### src/rtl/mux_stage_sched.sv
// Multi-pass sequencer for the BRAM/URAM read mux feeding the vector units.
// Launches one mux-sequencer pass per stage, counts returned beats, and
// inserts a drain gap between passes so the addx/C1 pipeline can flush.
module mux_stage_sched #(
  parameter int                   BEAT_W       = 13,
  parameter int                   DRAIN_CYCLES = 4,
  parameter int                   TIMEOUT_W    = 16,
  parameter logic [TIMEOUT_W-1:0] TIMEOUT      = 16'hFFFF
) (
  input  logic              clk,
  input  logic              rst_n,
  input  logic              i_cmd_valid,
  output logic              o_cmd_ready,
  input  logic [3:0]        i_cmd_n_start,
  input  logic [4:0]        i_cmd_num_stages,
  input  logic [15:0]       i_cmd_mode_mask,
  input  logic [BEAT_W-1:0] i_cmd_beats,
  input  logic              i_abort,
  output logic              o_seq_en,
  output logic              o_seq_start,
  output logic              o_seq_mode,
  output logic [3:0]        o_seq_n,
  input  logic              i_seq_valid,
  output logic [3:0]        o_stage,
  output logic              o_busy,
  output logic              o_done,
  output logic              o_err
);

  localparam int DRAIN_W = (DRAIN_CYCLES > 1) ? $clog2(DRAIN_CYCLES) : 1;

  typedef enum logic [2:0] {S_IDLE, S_LAUNCH, S_RUN, S_DRAIN, S_DONE} state_t;

  state_t               state_q, state_d;
  logic [3:0]           n_start_q, n_start_d;
  logic [4:0]           num_stages_q, num_stages_d;
  logic [15:0]          mode_mask_q, mode_mask_d;
  logic [BEAT_W-1:0]    beats_q, beats_d;
  logic [3:0]           stage_q, stage_d;
  logic [BEAT_W-1:0]    beat_q, beat_d;
  logic [TIMEOUT_W-1:0] wd_q, wd_d;
  logic [DRAIN_W-1:0]   drain_q, drain_d;
  logic                 err_q, err_d;
  logic                 cmd_ready_q, cmd_ready_d;
  logic                 busy_q, busy_d;
  logic                 seq_en_q, seq_en_d;
  logic                 seq_start_q, seq_start_d;
  logic                 seq_mode_q, seq_mode_d;
  logic [3:0]           seq_n_q, seq_n_d;
  logic                 done_q, done_d;

  logic                 accept;
  logic                 beat_hit;
  logic                 wd_hit;
  logic                 drain_end;
  logic                 last_stage;
  logic [3:0]           n_src;
  logic [15:0]          mask_src;

  assign accept     = (state_q == S_IDLE) && i_cmd_valid;
  assign beat_hit   = (state_q == S_RUN) && i_seq_valid && ((beat_q + BEAT_W'(1)) == beats_q);
  assign wd_hit     = (state_q == S_RUN) && ((wd_q + TIMEOUT_W'(1)) == TIMEOUT);
  assign drain_end  = (state_q == S_DRAIN) && (drain_q == DRAIN_W'(DRAIN_CYCLES - 1));
  assign last_stage = ({1'b0, stage_q} == (num_stages_q - 5'd1));
  assign n_src      = accept ? i_cmd_n_start   : n_start_q;
  assign mask_src   = accept ? i_cmd_mode_mask : mode_mask_q;

  // State register; reset parks the FSM in IDLE
  always_ff @(posedge clk or negedge rst_n) begin
    if (!rst_n) state_q <= S_IDLE;
    else        state_q <= state_d;
  end

  // Next-state logic; abort outranks completion, completion outranks timeout
  always_comb begin
    state_d = state_q;
    case (state_q)
      S_IDLE:   if (i_cmd_valid) state_d = (i_cmd_num_stages == 5'd0) ? S_DONE : S_LAUNCH;
      S_LAUNCH: state_d = i_abort ? S_DONE : S_RUN;
      S_RUN: begin
        if (i_abort)       state_d = S_DONE;
        else if (beat_hit) state_d = S_DRAIN;
        else if (wd_hit)   state_d = S_DONE;
      end
      S_DRAIN: begin
        if (i_abort)        state_d = S_DONE;
        else if (drain_end) state_d = last_stage ? S_DONE : S_LAUNCH;
      end
      S_DONE:   state_d = S_IDLE;
      default:  state_d = S_IDLE;
    endcase
  end

  // Command capture, pass index, beat/watchdog/drain counters and sticky error
  always_comb begin
    n_start_d    = n_start_q;
    num_stages_d = num_stages_q;
    mode_mask_d  = mode_mask_q;
    beats_d      = beats_q;
    stage_d      = stage_q;
    beat_d       = beat_q;
    wd_d         = wd_q;
    drain_d      = drain_q;
    err_d        = err_q;
    case (state_q)
      S_IDLE: begin
        if (i_cmd_valid) begin
          n_start_d    = i_cmd_n_start;
          num_stages_d = i_cmd_num_stages;
          mode_mask_d  = i_cmd_mode_mask;
          beats_d      = i_cmd_beats;
          stage_d      = 4'd0;
          err_d        = 1'b0;
        end
      end
      S_LAUNCH: begin
        beat_d = '0;
        wd_d   = '0;
      end
      S_RUN: begin
        wd_d    = wd_q + TIMEOUT_W'(1);
        drain_d = '0;
        if (i_seq_valid) beat_d = beat_q + BEAT_W'(1);
        if (wd_hit && !beat_hit && !i_abort) err_d = 1'b1;
      end
      S_DRAIN: begin
        drain_d = drain_q + DRAIN_W'(1);
        if (drain_end && !last_stage && !i_abort) stage_d = stage_q + 4'd1;
      end
      default: ;
    endcase
  end

  // Registered outputs decoded from the upcoming state; mode/n latch on LAUNCH entry
  always_comb begin
    cmd_ready_d = (state_d == S_IDLE);
    busy_d      = (state_d != S_IDLE);
    seq_en_d    = (state_d == S_LAUNCH) || (state_d == S_RUN) || (state_d == S_DRAIN);
    seq_start_d = (state_d == S_LAUNCH);
    done_d      = (state_d == S_DONE);
    seq_mode_d  = seq_mode_q;
    seq_n_d     = seq_n_q;
    if (state_d == S_LAUNCH) begin
      seq_mode_d = mask_src[stage_d];
      seq_n_d    = n_src + stage_d;
    end
  end

  // Datapath and output flops
  always_ff @(posedge clk or negedge rst_n) begin
    if (!rst_n) begin
      n_start_q    <= '0;
      num_stages_q <= '0;
      mode_mask_q  <= '0;
      beats_q      <= '0;
      stage_q      <= '0;
      beat_q       <= '0;
      wd_q         <= '0;
      drain_q      <= '0;
      err_q        <= 1'b0;
      cmd_ready_q  <= 1'b1;
      busy_q       <= 1'b0;
      seq_en_q     <= 1'b0;
      seq_start_q  <= 1'b0;
      seq_mode_q   <= 1'b0;
      seq_n_q      <= '0;
      done_q       <= 1'b0;
    end else begin
      n_start_q    <= n_start_d;
      num_stages_q <= num_stages_d;
      mode_mask_q  <= mode_mask_d;
      beats_q      <= beats_d;
      stage_q      <= stage_d;
      beat_q       <= beat_d;
      wd_q         <= wd_d;
      drain_q      <= drain_d;
      err_q        <= err_d;
      cmd_ready_q  <= cmd_ready_d;
      busy_q       <= busy_d;
      seq_en_q     <= seq_en_d;
      seq_start_q  <= seq_start_d;
      seq_mode_q   <= seq_mode_d;
      seq_n_q      <= seq_n_d;
      done_q       <= done_d;
    end
  end

  assign o_cmd_ready = cmd_ready_q;
  assign o_busy      = busy_q;
  assign o_seq_en    = seq_en_q;
  assign o_seq_start = seq_start_q;
  assign o_seq_mode  = seq_mode_q;
  assign o_seq_n     = seq_n_q;
  assign o_done      = done_q;
  assign o_err       = err_q;
  assign o_stage     = stage_q;

endmodule
### config.mk
export PLATFORM = sky130hd
export DESIGN_NAME = mux_stage_sched
export DESIGN_NICKNAME = d
export VERILOG_FILES = /design/src/rtl/mux_stage_sched.sv
export SDC_FILE = /design/constraint.sdc
export NUM_CORES = 1
export LEC_CHECK = 0
export ABC_AREA = 0
export CAP_MARGIN = 0
export CORE_ASPECT_RATIO = 0.5
export CORE_MARGIN = 3
export CORE_UTILIZATION = 45
export DETAILED_ROUTE_END_ITERATION = 16
export HOLD_SLACK_MARGIN = 0.05
export PLACE_DENSITY = 0.66
export RECOVER_POWER = 25
export SYNTH_ARGS = -nofsm -noshare
export SYNTH_HDL_FRONTEND = slang
export SYNTH_SLANG_ARGS = --single-unit
### constraint.sdc
create_clock -name clk -period 4.5 [get_ports clk]
set_input_delay 0.675 -clock clk [delete_from_list [all_inputs] [get_ports clk]]
set_output_delay 0.675 -clock clk [all_outputs]
set_load 0.01 [all_outputs]
* Word-level counts from Yosys, hierarchy flattened
Cells that the tools add are included.
** Operators by class
- Reductions and logical operators :: 24
- Multiplexer cells :: 24
- Equal/unequal tests :: 14
- Add/sub/neg operators :: 6
- Order comparisons :: 1
** Operators by type and width (count)
- $pmux W16 S2 :: 1
- $mux W3 :: 9
- $pmux W13 S2 :: 1
- $add A16 B1 Y16 const B :: 1
- $eq A16 B16 Y1 const B :: 1
- $mux W16 :: 1
- $add A13 B1 Y13 const B :: 1
- $eq A13 B13 Y1 :: 1
- $mux W13 :: 1
- $eq A3 B2 Y1 const B :: 4
- $mux W4 :: 3
- $pmux W3 S4 :: 1
- $logic_and A1 B1 Y1 :: 9
- $pmux W4 S2 :: 1
- $eq A3 B1 Y1 const B :: 2
- $logic_not A3 Y1 :: 2
- $reduce_bool A2 Y1 :: 3
- $eq A4 B5 Y1 :: 1
- $logic_not A5 Y1 :: 1
- $lt A4 B5 Y1 const B :: 1
- $sub A5 B1 Y5 const B :: 1
- $add A4 B1 Y4 const B :: 1
- $add A4 B4 Y4 :: 1
- $bmux W1 S4 :: 1
- other kinds (13) :: 20
** Storage, ports and cells
- Input bits :: 43
- Register bits :: 87
- Output and inout port bits :: 15
- Word-level logic and storage cells :: 86

* Logic depth before layout (Yosys ltp)
Gate-level depths: netlist of the first run.
- Word-level depth :: 10
- Depth in mapped cells :: 15

* Worst setup path after synthesis of the first run
Ideal clock, no wire load.
- Kind :: in2reg
- Start :: input i_cmd_valid
- End :: register seq_n_q[2], in the netlist o_seq_n[2]
- Setup slack :: 1.225 ns
- Arrival time :: 3.150 ns
- Data required time :: 4.375 ns
- Buffers on the path :: 3
- Stages :: 11
- Cells stage by stage :: nor4b_1 -> buf_2 -> buf_2 -> buf_1 -> nand2_1 -> nand2_1 -> ha_1 -> inv_1 -> fa_1 -> xnor2_1 -> mux2_4
** On the way
- Word-level cells in the longest chain between the ends :: 3
** Ends and longest elaborated chain
- start: declaration :: RTL line 12 : input logic i_cmd_valid,
- $mux W4, or another cell as far along :: RTL line 107 : if (i_cmd_valid) begin
- $pmux W4 S2, or another cell as far along :: RTL line 105 : case (state_q)
- $add A4 B4 Y4 / $eq A3 B1 Y1 (equally long branches) :: RTL line 145, 143
- end signal: assignment :: RTL line 183 : seq_n_q <= seq_n_d;
- end: declaration :: RTL line 49 : logic [3:0] seq_n_q, seq_n_d;
Several ways; a longest one is shown, not always the timed one.
A chain may end at the register's enable or synchronous reset.

* Final worst setup path of the first run
- Start :: input i_seq_valid
- End :: register seq_mode_q, in the netlist o_seq_mode
** On the way
- Word-level cells in the longest chain between the ends :: 6
** Ends and longest elaborated chain
- start: declaration :: RTL line 23 : input logic i_seq_valid,
- $logic_and A1 B1 Y1 (2 in series) :: RTL line 61 : assign beat_hit = (state_q == S_RUN) && i_seq_valid && ((beat_q + BEAT_W'(1)) == beats_q);
- $mux W3 :: RTL line 82 : else if (beat_hit) state_d = S_DRAIN;
- $mux W3 :: RTL line 81 : if (i_abort) state_d = S_DONE;
- $pmux W3 S4 :: RTL line 77 : case (state_q)
- named net state_d[0] :: RTL line 34 : state_t state_q, state_d;
- $eq A3 B1 Y1 :: RTL line 143 : if (state_d == S_LAUNCH) begin
- end signal: assignment :: RTL line 182 : seq_mode_q <= seq_mode_d;
- end: declaration :: RTL line 48 : logic seq_mode_q, seq_mode_d;
The timed path passes the listed nets, and every way through them passes these cells.

==> flow_metrics.env, run 1 <==
export IMPL_status="complete, no violations"
export IMPL_syn2layout_area_growth_pct=18.52
export IMPL_start_kind="input port"
export IMPL_drive_gt1_share_pct=7.270
export IMPL_grt_max_degree=65
export IMPL_yosys_warnings=0
export IMPL_fin_crit_sh_pct=73.42
export IMPL_wl_per_cell_um=15.12
export IMPL_worst_r2r_cell_count=10
export IMPL_grt_antenna_before_repair=0
export IMPL_ys_seq_elements=87
export IMPL_seq_area_frac_synth_pct=43.41
export IMPL_layout_commonest_cell="nand2_1"
export IMPL_die_x_um=155.3
export IMPL_clk_path_buf_depth=2
export IMPL_most_common_layout_cells="nand2_1 (154), dfrtp_1 (86), clkdlybuf4s50_1 (56)"
export IMPL_path_max_fanout=8
export IMPL_post_cts_setup_buffer_count=0
export IMPL_crit_start="i_seq_valid"
export IMPL_io_buffers=57
export IMPL_synth_largest_area_cell="dfrtp_1"
export IMPL_final_hold_viol_count=0
export IMPL_ios=58
export IMPL_synth_top_area_share_pct=42.88
export IMPL_drv_slew=0
export IMPL_pre_cts_ws_ps=845.0
export IMPL_core_um2=10540
export IMPL_layout_setup_ws_ps=1196
export IMPL_syn_inst=576
export IMPL_netlist_area_um2=5019
export IMPL_synth_compound_area_share_pct=15.81
export IMPL_ant_nets=0
export IMPL_instances_no_fill=759
export IMPL_dp_hpwl_um=8153
export IMPL_skew_ps=7.660
export IMPL_hp_class="input port to asynchronous set/reset pin"
export IMPL_cts_hold_buf=0
export IMPL_cts_tree="yes"
export IMPL_vdd_ir_drop_max_mv=0.2711
export IMPL_cts_made_buffers=9
export IMPL_r2r_end="o_seq_mode"
export IMPL_synth_flop_cell="dfrtp_1"
export IMPL_rrSetupSlack_ps=1200
export IMPL_grt_overflow_total=0
export IMPL_drt_iter0_drc=294
export IMPL_cts_sinks=87
export IMPL_max_freq_mhz=302.7
export IMPL_avgSynthCellArea_um2=8.713
export IMPL_crit_type="input port to flop"
export IMPL_rows=26
export IMPL_met1_usage_pct=26.53
export IMPL_min_period_ps=3304
export IMPL_yosys_area_share_simple_pct=25.55
export IMPL_setup_viol=0
export IMPL_cts_root_buffer="clkbuf_16"
export IMPL_synth_fp_nets=629
export IMPL_gp_congestion=0.8491
export IMPL_fin_area_um2=5948
export IMPL_final_nets=668
export IMPL_finalWirelength_um=11480
export IMPL_dpl_cell_area_um2=5612
export IMPL_start_util_pct=47.61
export IMPL_die_area_um2=12530
export IMPL_viasPerCell=5.519
export IMPL_synth_xor_area_share_pct=4.014
export IMPL_rsz0062_at_grt="no"
export IMPL_insertedDiodeCount=0
export IMPL_global_route_peak_usage_layer="met2"
export IMPL_finalPower_mw=3.193
export IMPL_synth_area_mux_share_pct=3.964
export IMPL_cp_end_kind="flop"
export IMPL_powerDensity_nw_per_um2=536.8
export IMPL_first_global_vias=3903
export IMPL_grt_pass1_wl_um=19380
export IMPL_dp_cells=744
export IMPL_drv_cap=0
export IMPL_grt_use_met2_pct=30.86
export IMPL_leakage_nw=2.616
export IMPL_met3_usage_pct=3.983
export IMPL_cts_resized=0
export IMPL_cp_arrival_ps=3530
export IMPL_synth_fa_ha_area_share_pct=2.643
export IMPL_cp_required_ps=4730
export IMPL_reg2reg_from="beat_q[0]"
export IMPL_tightest_slew_ps=817.3
export IMPL_multi_input_area_um2=2615
export IMPL_synth_area_leaders="dfrtp_1 (43%), nand2_1 (12%), o21ai_0 (5.0%)"
export IMPL_drtPass1Iterations=5
export IMPL_synth_edf_count=0
export IMPL_groute_usage_overall_pct=19.23
export IMPL_num_vias=4189
export IMPL_ys_async_sr_fraction_pct=100.0
export IMPL_clkLatencyLatePin_ps=340
export IMPL_yosysUniqueCellTypes=70
export IMPL_fill_cells=963
export IMPL_drc=0
export IMPL_max_slew_margin_rel_pct=45.51
export IMPL_tns_ps=0
export IMPL_synth_top_family_by_area="simple AND/OR/NAND/NOR gates"
export IMPL_path_clk_slew_ps=70
export IMPL_h_tree_depth=3
export IMPL_seqCellArea_um2=2178
export IMPL_die_height_um=80.68
## Yosys cell counts, types with 9 or more instances
library cell and instances:
a21oi_1 15, buf_2 9, clkbuf_1 13, dfrtp_1 86, ha_1 9, inv_1 11, mux2i_1 9, nand2_1 154
nand2b_1 9, nand3_1 16, nand4_1 11, nor2_1 26, nor3_1 9, o21ai_0 50, o31ai_1 9, xnor2_1 15
## worst max path at each step
stage | endpoint | cells past startpoint
2_1_floorplan | o_seq_n[2] | 11
3_3_place_gp | o_seq_mode | 10
3_5_place_dp | o_seq_mode | 10
4_1_cts | o_seq_mode | 10
5_1_grt | o_busy | 10
6_report | o_seq_mode | 10
## flip-flops by register name, indices dropped and copies added, names as in the netlist, 2 cells and up
signal        count
o_stage           4
o_seq_n           4
beats_q          13
mode_mask_q      16
n_start_q         4
wd_q             16
drain_q           2
beat_q           13
state_q           3
num_stages_q      5
## report_power, final
group          switching (mW)  internal [mW]  leakage (nW)
clock network           0.306          0.542         0.163
logic                   0.642          0.496          1.32
registers               0.187           1.02          1.13
total                    1.13           2.06          2.62
## kinds of logic after synthesis
group,Yosys count
AND/OR/NAND/NOR,272
AO/OA/AOI/OAI,121
flip-flops,87
buffers and inverters,45
XOR/XNOR,23
multiplexers,18
adder cells (fa/ha/maj),10
## cell type report
class / instances / share of cell area [%]
multi-input combinational: 444 / 43.96
sequential: 87 / 36.62
timing repair buffer: 61 / 10.05
clock buffer: 10 / 3.849
tap: 140 / 2.945
clock inverter: 5 / 1.809
inverter: 12 / 0.7573
## metal layers
layer | vias up | share of wire, % | wire, um
met4 | 0 | 0.79 | 91
met3 | 8 | 4.0 | 464
li1 | 2089 | - | -
met5 | - | 0 | 0
met1 | 2001 | 50 | 5768
met2 | 91 | 45 | 5152
## critical path: stages
cell and delay [ps]:
clkdlybuf4s50_1 510, and4bb_1 400, o2111ai_1 160, a211oi_1 260
nand4_1 130, nor4b_1 410, a21o_1 200, nor2b_2 380
inv_2 60, o41ai_1 340
## metrics by stage
step	util [%]	hold WS, ps
2_1_floorplan	-	379.4
3_5_place_dp	53.24	454.0
5_1_grt	56.43	494.1
6_report	56.43	430.8
3_3_place_gp	53.24	451.7
4_1_cts	56.43	469.1
Power figures use the tool's default switching activity.
==> run 2, diff against run 1 <==
==> constraint.sdc (replaced) <==
create_clock -name clk -period 3.14 [get_ports clk]
set_input_delay 0.471 -clock clk [delete_from_list [all_inputs] [get_ports clk]]
set_output_delay 0.471 -clock clk [all_outputs]
set_load 0.01 [all_outputs]
==> flow_metrics.env, run 2 (same netlist as run 1, synthesis figures left out) <==
export IMPL_hp_start="n_start_q[2]"
export IMPL_leakage_nw=2.746
export IMPL_cts_root_buffer="clkbuf_16"
export IMPL_r2r_end="o_seq_n[0]"
export IMPL_syn2layout_area_growth_pct=22.64
export IMPL_io_buffers=57
export IMPL_h_tree_depth=3
export IMPL_drtPass1Iterations=4
export IMPL_final_hold_viol_count=0
export IMPL_most_common_layout_cells="nand2_1 (154), dfrtp_1 (86), clkdlybuf4s50_1 (56)"
export IMPL_fin_crit_sh_pct=96.80
export IMPL_ant_nets=0
export IMPL_switching_share_pct=37.93
export IMPL_die_area_um2=12530
export IMPL_crit_type="flop to flop"
export IMPL_insertedDiodeCount=0
export IMPL_max_slew_margin_rel_pct=-65.36
export IMPL_powerDensity_nw_per_um2=744.6
export IMPL_drt_iter0_drc=300
export IMPL_path_clk_slew_ps=70
export IMPL_cp_end_kind="flop"
export IMPL_status="finished with violations"
export IMPL_hp_class="flop to flop"
export IMPL_setup_viol=0
export IMPL_start_util_pct=47.61
export IMPL_drv_slew=45
export IMPL_worst_r2r_cell_count=10
export IMPL_reg_top3="mode_mask_q: 16 flops, wd_q: 16 flops"
export IMPL_die_x_um=155.3
export IMPL_ios=58
export IMPL_skew_ps=8.923
export IMPL_gp_congestion=0.8515
export IMPL_wl_per_cell_um=15.69
export IMPL_clkLatencyLatePin_ps=340
export IMPL_start_kind="flop"
export IMPL_final_nets=699
export IMPL_min_period_ps=3039
export IMPL_grt_max_degree=45
export IMPL_clk_path_buf_depth=2
export IMPL_cp_arrival_ps=3270
export IMPL_power_net_switching_mw=1.738
export IMPL_rows=26
export IMPL_path_max_fanout=7
export IMPL_vdd_ir_drop_max_mv=0.4071
export IMPL_p_seq_share_pct=37.1
export IMPL_layout_setup_ws_ps=100.6
export IMPL_pwr_share_clk_pct=22.3
export IMPL_hold_end="n_start_q[2]"
export IMPL_fin_area_um2=6155
export IMPL_fill_cells=963
export IMPL_grt_antenna_before_repair=0
export IMPL_pre_cts_ws_ps=-154.7
export IMPL_cts_sinks=87
export IMPL_min_path_cells=2
export IMPL_cts_tree="yes"
export IMPL_slowest_delay_ps=540
export IMPL_num_vias=4273
export IMPL_rrSetupSlack_ps=100
export IMPL_drive_gt1_share_pct=12.31
export IMPL_cp_required_ps=3370
export IMPL_drv_cap=1
export IMPL_crit_path_top_delay_cell="or4_4"
export IMPL_die_height_um=80.68
export IMPL_cp_cell_sequence="ha_1, nand4_1, o31ai_2, and3b_1, o31ai_1, buf_4, or4_4, a2111oi_4, nor2b_2, mux2_4"
export IMPL_power_share_combinational_pct=40.6
export IMPL_viasPerCell=5.409
export IMPL_dp_hpwl_um=9123
export IMPL_layout_commonest_cell="nand2_1"
export IMPL_cts_made_buffers=9
export IMPL_grt_pass1_wl_um=20720
export IMPL_max_freq_mhz=329.0
export IMPL_p_int_mw=2.845
export IMPL_violations="capacitance limit, slew limit"
export IMPL_dpl_cell_area_um2=5838
export IMPL_first_global_vias=4148
export IMPL_cts_hold_buf=0
export IMPL_tightest_slew_ps=2480
export IMPL_grt_overflow_total=0
export IMPL_groute_usage_overall_pct=20.50
export IMPL_reg2reg_from="beat_q[1]"
export IMPL_core_um2=10540
export IMPL_drc=0
export IMPL_finalWirelength_um=12400
## run 2: cell types whose count changed in the layout (fill, tap and decap cells not counted), moves of 2 or more
cell | before | now
bufinv_16 | 3 | 0
inv_6 | 0 | 2
buf_4 | 5 | 34
clkinvlp_4 | 0 | 2
## run 2: how the worst max path moves through the flow
stage | to | startpoint | depth (start not counted)
final | o_seq_n[0] | beat_q[1] | 10
after global routing | o_seq_n[2] | beat_q[1] | 10
after CTS | o_seq_mode | beat_q[1] | 11
after detailed placement | o_seq_mode | i_seq_valid | 10
after global placement | o_seq_mode | i_seq_valid | 10
after floorplan | o_seq_n[2] | num_stages_q[0] | 14
## run 2: power groups by stage
stage               clock, mW  sequential [mW]  combinational, mW
floorplan                   0             1.67               1.20
global route             1.10             1.74               2.08
CTS                      1.04             1.70               1.84
global placement            0             1.71               1.78
finish                   1.02             1.70               1.86
detailed placement          0             1.72               1.83
## run 2: through the flow
step	power, mW	utilization (%)	std cells	setup TNS (ps)	hold slack [ps]
after floorplan	2.874	-	576	0	175.4
after global placement	3.483	55.39	773	0	453.3
after detailed placement	3.542	55.39	773	-299.3	456.7
after CTS	4.582	58.05	788	0	146.6
after global routing	4.924	58.39	790	-40.39	491.4
final	4.583	58.39	790	0	472.4
## run 2: layer usage
layer / up-vias / share of wire (%) / GRT usage (%)
met2: 80 / 45 / 31.90
met1: 2029 / 50 / 29.53
met3: 6 / 4.2 / 4.790
li1: 2158 / - / -
met5: - / 0 / 0
met4: 0 / 0.45 / 3.581
## run 2: worst max-delay path: cells and delay by family, from the launching register on
family                     cells  cell delay [ps]
AOI/OAI and AO/OA              3              740
adders and majority gates      1              210
buffers and inverters          1              150
DFF                            1              410
muxes                          1              320
and+or+nand+nor                4             1110
## run 2: cell type report
| cell class | count | area [um2] | area share, % |
|---|---|---|---|
| tap | 140 | 175.2 | 2.846 |
| timing repair buffer | 92 | 824.5 | 13.40 |
| inverter | 12 | 45.04 | 0.7319 |
| clock inverter | 5 | 41.29 | 0.6709 |
| clock buffer | 10 | 239.0 | 3.883 |
| multi-input combinational | 444 | 2651 | 43.08 |
| sequential | 87 | 2178 | 35.39 |
## run 2: timing repair
action                     CTS  global route
hold endpoints to repair     0             0
buffers inserted             0             2
setup endpoints to repair    0             6
gates resized for setup      0             6
==> run 3, diff against run 2 <==
--- a/config.mk
+++ b/config.mk
@@ -10,6 +10,8 @@
 export CORE_ASPECT_RATIO = 0.5
 export CORE_MARGIN = 3
 export CORE_UTILIZATION = 45
+export CTS_BUF_LIST = sky130_fd_sc_hd__clkbuf_2
+export CTS_CLUSTER_SIZE = 10
 export DETAILED_ROUTE_END_ITERATION = 16
 export HOLD_SLACK_MARGIN = 0.05
 export PLACE_DENSITY = 0.66
==> flow_metrics.env, run 3 (same netlist as run 1, synthesis figures left out) <==
export IMPL_start_util_pct=47.61
export IMPL_ant_nets=0
export IMPL_dpl_cell_area_um2=5838
export IMPL_leakage_nw=2.675
export IMPL_slowest_delay_ps=540
export IMPL_rsz0062_at_grt="no"
export IMPL_die_area_um2=12530
export IMPL_syn2layout_area_growth_pct=19.10
export IMPL_r2r_end="o_seq_n[0]"
export IMPL_cts_tree="yes"
export IMPL_cp_required_ps=3660
export IMPL_grt_antenna_before_repair=0
export IMPL_fin_crit_sh_pct=95.96
export IMPL_drt_iter0_drc=306
export IMPL_clk_path_buf_depth=2
export IMPL_cp_cell_sequence="ha_1, nand4_1, o31ai_2, and3b_1, o31ai_1, buf_4, or4_4, a2111oi_4, nor2b_2, mux2_4"
export IMPL_crit_type="flop to flop"
export IMPL_drv_cap=1
export IMPL_groute_usage_overall_pct=20.52
export IMPL_num_vias=4300
export IMPL_tightest_slew_ps=2460
export IMPL_cp_end_kind="flop"
export IMPL_violations="capacitance limit, slew limit"
export IMPL_rows=26
export IMPL_dp_hpwl_um=9123
export IMPL_io_buffers=57
export IMPL_cts_sinks=87
export IMPL_path_clk_slew_ps=270
export IMPL_finalWirelength_um=12360
export IMPL_hp_class="input port to flop"
export IMPL_die_x_um=155.3
export IMPL_tns_ps=0
export IMPL_most_common_layout_cells="nand2_1 (154), dfrtp_1 (86), clkdlybuf4s50_1 (56)"
export IMPL_drive_gt1_share_pct=12.27
export IMPL_crit_path_top_delay_cell="or4_4"
export IMPL_start_kind="flop"
export IMPL_min_path_cells=3
export IMPL_vdd_ir_drop_max_mv=0.4060
export IMPL_insertedDiodeCount=0
export IMPL_fin_area_um2=5977
export IMPL_h_tree_depth=3
export IMPL_worst_hold_slack_ps=367.2
export IMPL_layout_commonest_cell="nand2_1"
export IMPL_final_hold_viol_count=0
export IMPL_core_um2=10540
export IMPL_crit_family="simple AND/OR/NAND/NOR gates"
export IMPL_rrSetupSlack_ps=130
export IMPL_hold_end="beats_q[11]"
export IMPL_cp_arrival_ps=3530
export IMPL_drc=0
export IMPL_status="finished with violations"
export IMPL_hp_start="i_cmd_beats[11]"
export IMPL_worst_r2r_cell_count=10
export IMPL_postLayoutCoreUtil_pct=56.71
export IMPL_skew_ps=35.35
export IMPL_grt_pass1_wl_um=20640
export IMPL_reg_top3="mode_mask_q: 16 flops, wd_q: 16 flops"
export IMPL_viasPerCell=5.429
export IMPL_fill_cells=985
export IMPL_first_global_vias=4119
export IMPL_finalPower_mw=4.090
export IMPL_max_freq_mhz=331.9
export IMPL_cts_made_buffers=9
export IMPL_reg2reg_from="beat_q[1]"
export IMPL_cts_root_buffer="clkbuf_2"
export IMPL_final_nets=701
export IMPL_path_max_fanout=7
export IMPL_wl_per_cell_um=15.60
export IMPL_drtPass1Iterations=5
export IMPL_max_slew_margin_rel_pct=-63.97
export IMPL_min_period_ps=3013
export IMPL_gp_congestion=0.8515
export IMPL_clkLatencyLatePin_ps=590
export IMPL_powerDensity_nw_per_um2=684.2
export IMPL_die_height_um=80.68
export IMPL_grt_overflow_total=0
export IMPL_worst_path_buf_inv=1
export IMPL_ios=58
export IMPL_setup_viol=0
export IMPL_drv_slew=45
export IMPL_grt_max_degree=45
==> run 3: cell count changes in the layout (fill, tap and decap cells not counted) <==
cell	before	now
clkbuf_16	9	0
clkbuf_2	1	10
buf_4	34	35
clkbuf_8	1	0
clkinv_1	0	1
dlygate4sd3_1	0	1
nor2_2	2	3
nor2_4	1	0
==> run 3: area by class of cell <==
cell class / instances / area (um2) / share of cell area (%)
clock buffer: 9 / 45.04 / 0.7536
timing repair buffer: 94 / 842.1 / 14.09
clock inverter: 6 / 45.04 / 0.7536
sequential: 87 / 2178 / 36.45
tap: 140 / 175.2 / 2.931
multi-input combinational: 444 / 2646 / 44.27
inverter: 12 / 45.04 / 0.7536
==> run 3: power breakdown <==
group          internal (mW)  total, mW  switching (mW)
Clock                  0.104      0.529           0.425
Sequential              1.46       1.69           0.236
Combinational          0.829       1.87            1.04
Total                   2.39       4.09            1.70
==> run 3: worst max path at each step <==
stage          depth (start not counted)       startpoint    endpoint
3_3_place_gp                          10      i_seq_valid  o_seq_mode
2_1_floorplan                         14  num_stages_q[0]  o_seq_n[2]
6_report                              10        beat_q[1]  o_seq_n[0]
5_1_grt                               10          wd_q[5]  o_seq_mode
3_5_place_dp                          10      i_seq_valid  o_seq_mode
4_1_cts                               11        beat_q[1]  o_seq_mode
==> run 3: metrics by stage <==
| stage | std cells | worst slack (ps) |
|---|---|---|
| 4_1_cts | 789 | 7.196 |
| 5_1_grt | 792 | 1.500 |
| 6_report | 792 | 127.0 |
| 2_1_floorplan | 576 | 141.6 |
| 3_3_place_gp | 773 | 21.42 |
| 3_5_place_dp | 773 | -154.7 |
==> run 3: worst reg2reg max path, delay by kind of cell (launching register included) <==
| kind | cells | cell delay [ps] |
|---|---|---|
| DFF | 1 | 460 |
| AOI/OAI and AO/OA | 3 | 740 |
| and+or+nand+nor | 4 | 1110 |
| adders and majority gates | 1 | 210 |
| muxes | 1 | 320 |
| buffers and inverters | 1 | 150 |
==> run 3: timing repair <==
action / in CTS / in global routing
hold buffers: 1 / 0
resized for setup: 0 / 5
endpoints found under the hold margin: 42 / 0
endpoints found under the setup margin: 0 / 6
buffers inserted: 0 / 3
==> run 3: layer usage <==
metal / wire length, um / vias to the layer above / part of all wire [%] / global-route usage, %
met5: 0 / - / 0 / 0
met1: 6154 / 2044 / 50 / 29.31
met2: 5545 / 82 / 45 / 31.51
met4: 126 / 0 / 1.0 / 4.716
met3: 533 / 12 / 4.3 / 5.005
li1: - / 2162 / - / -
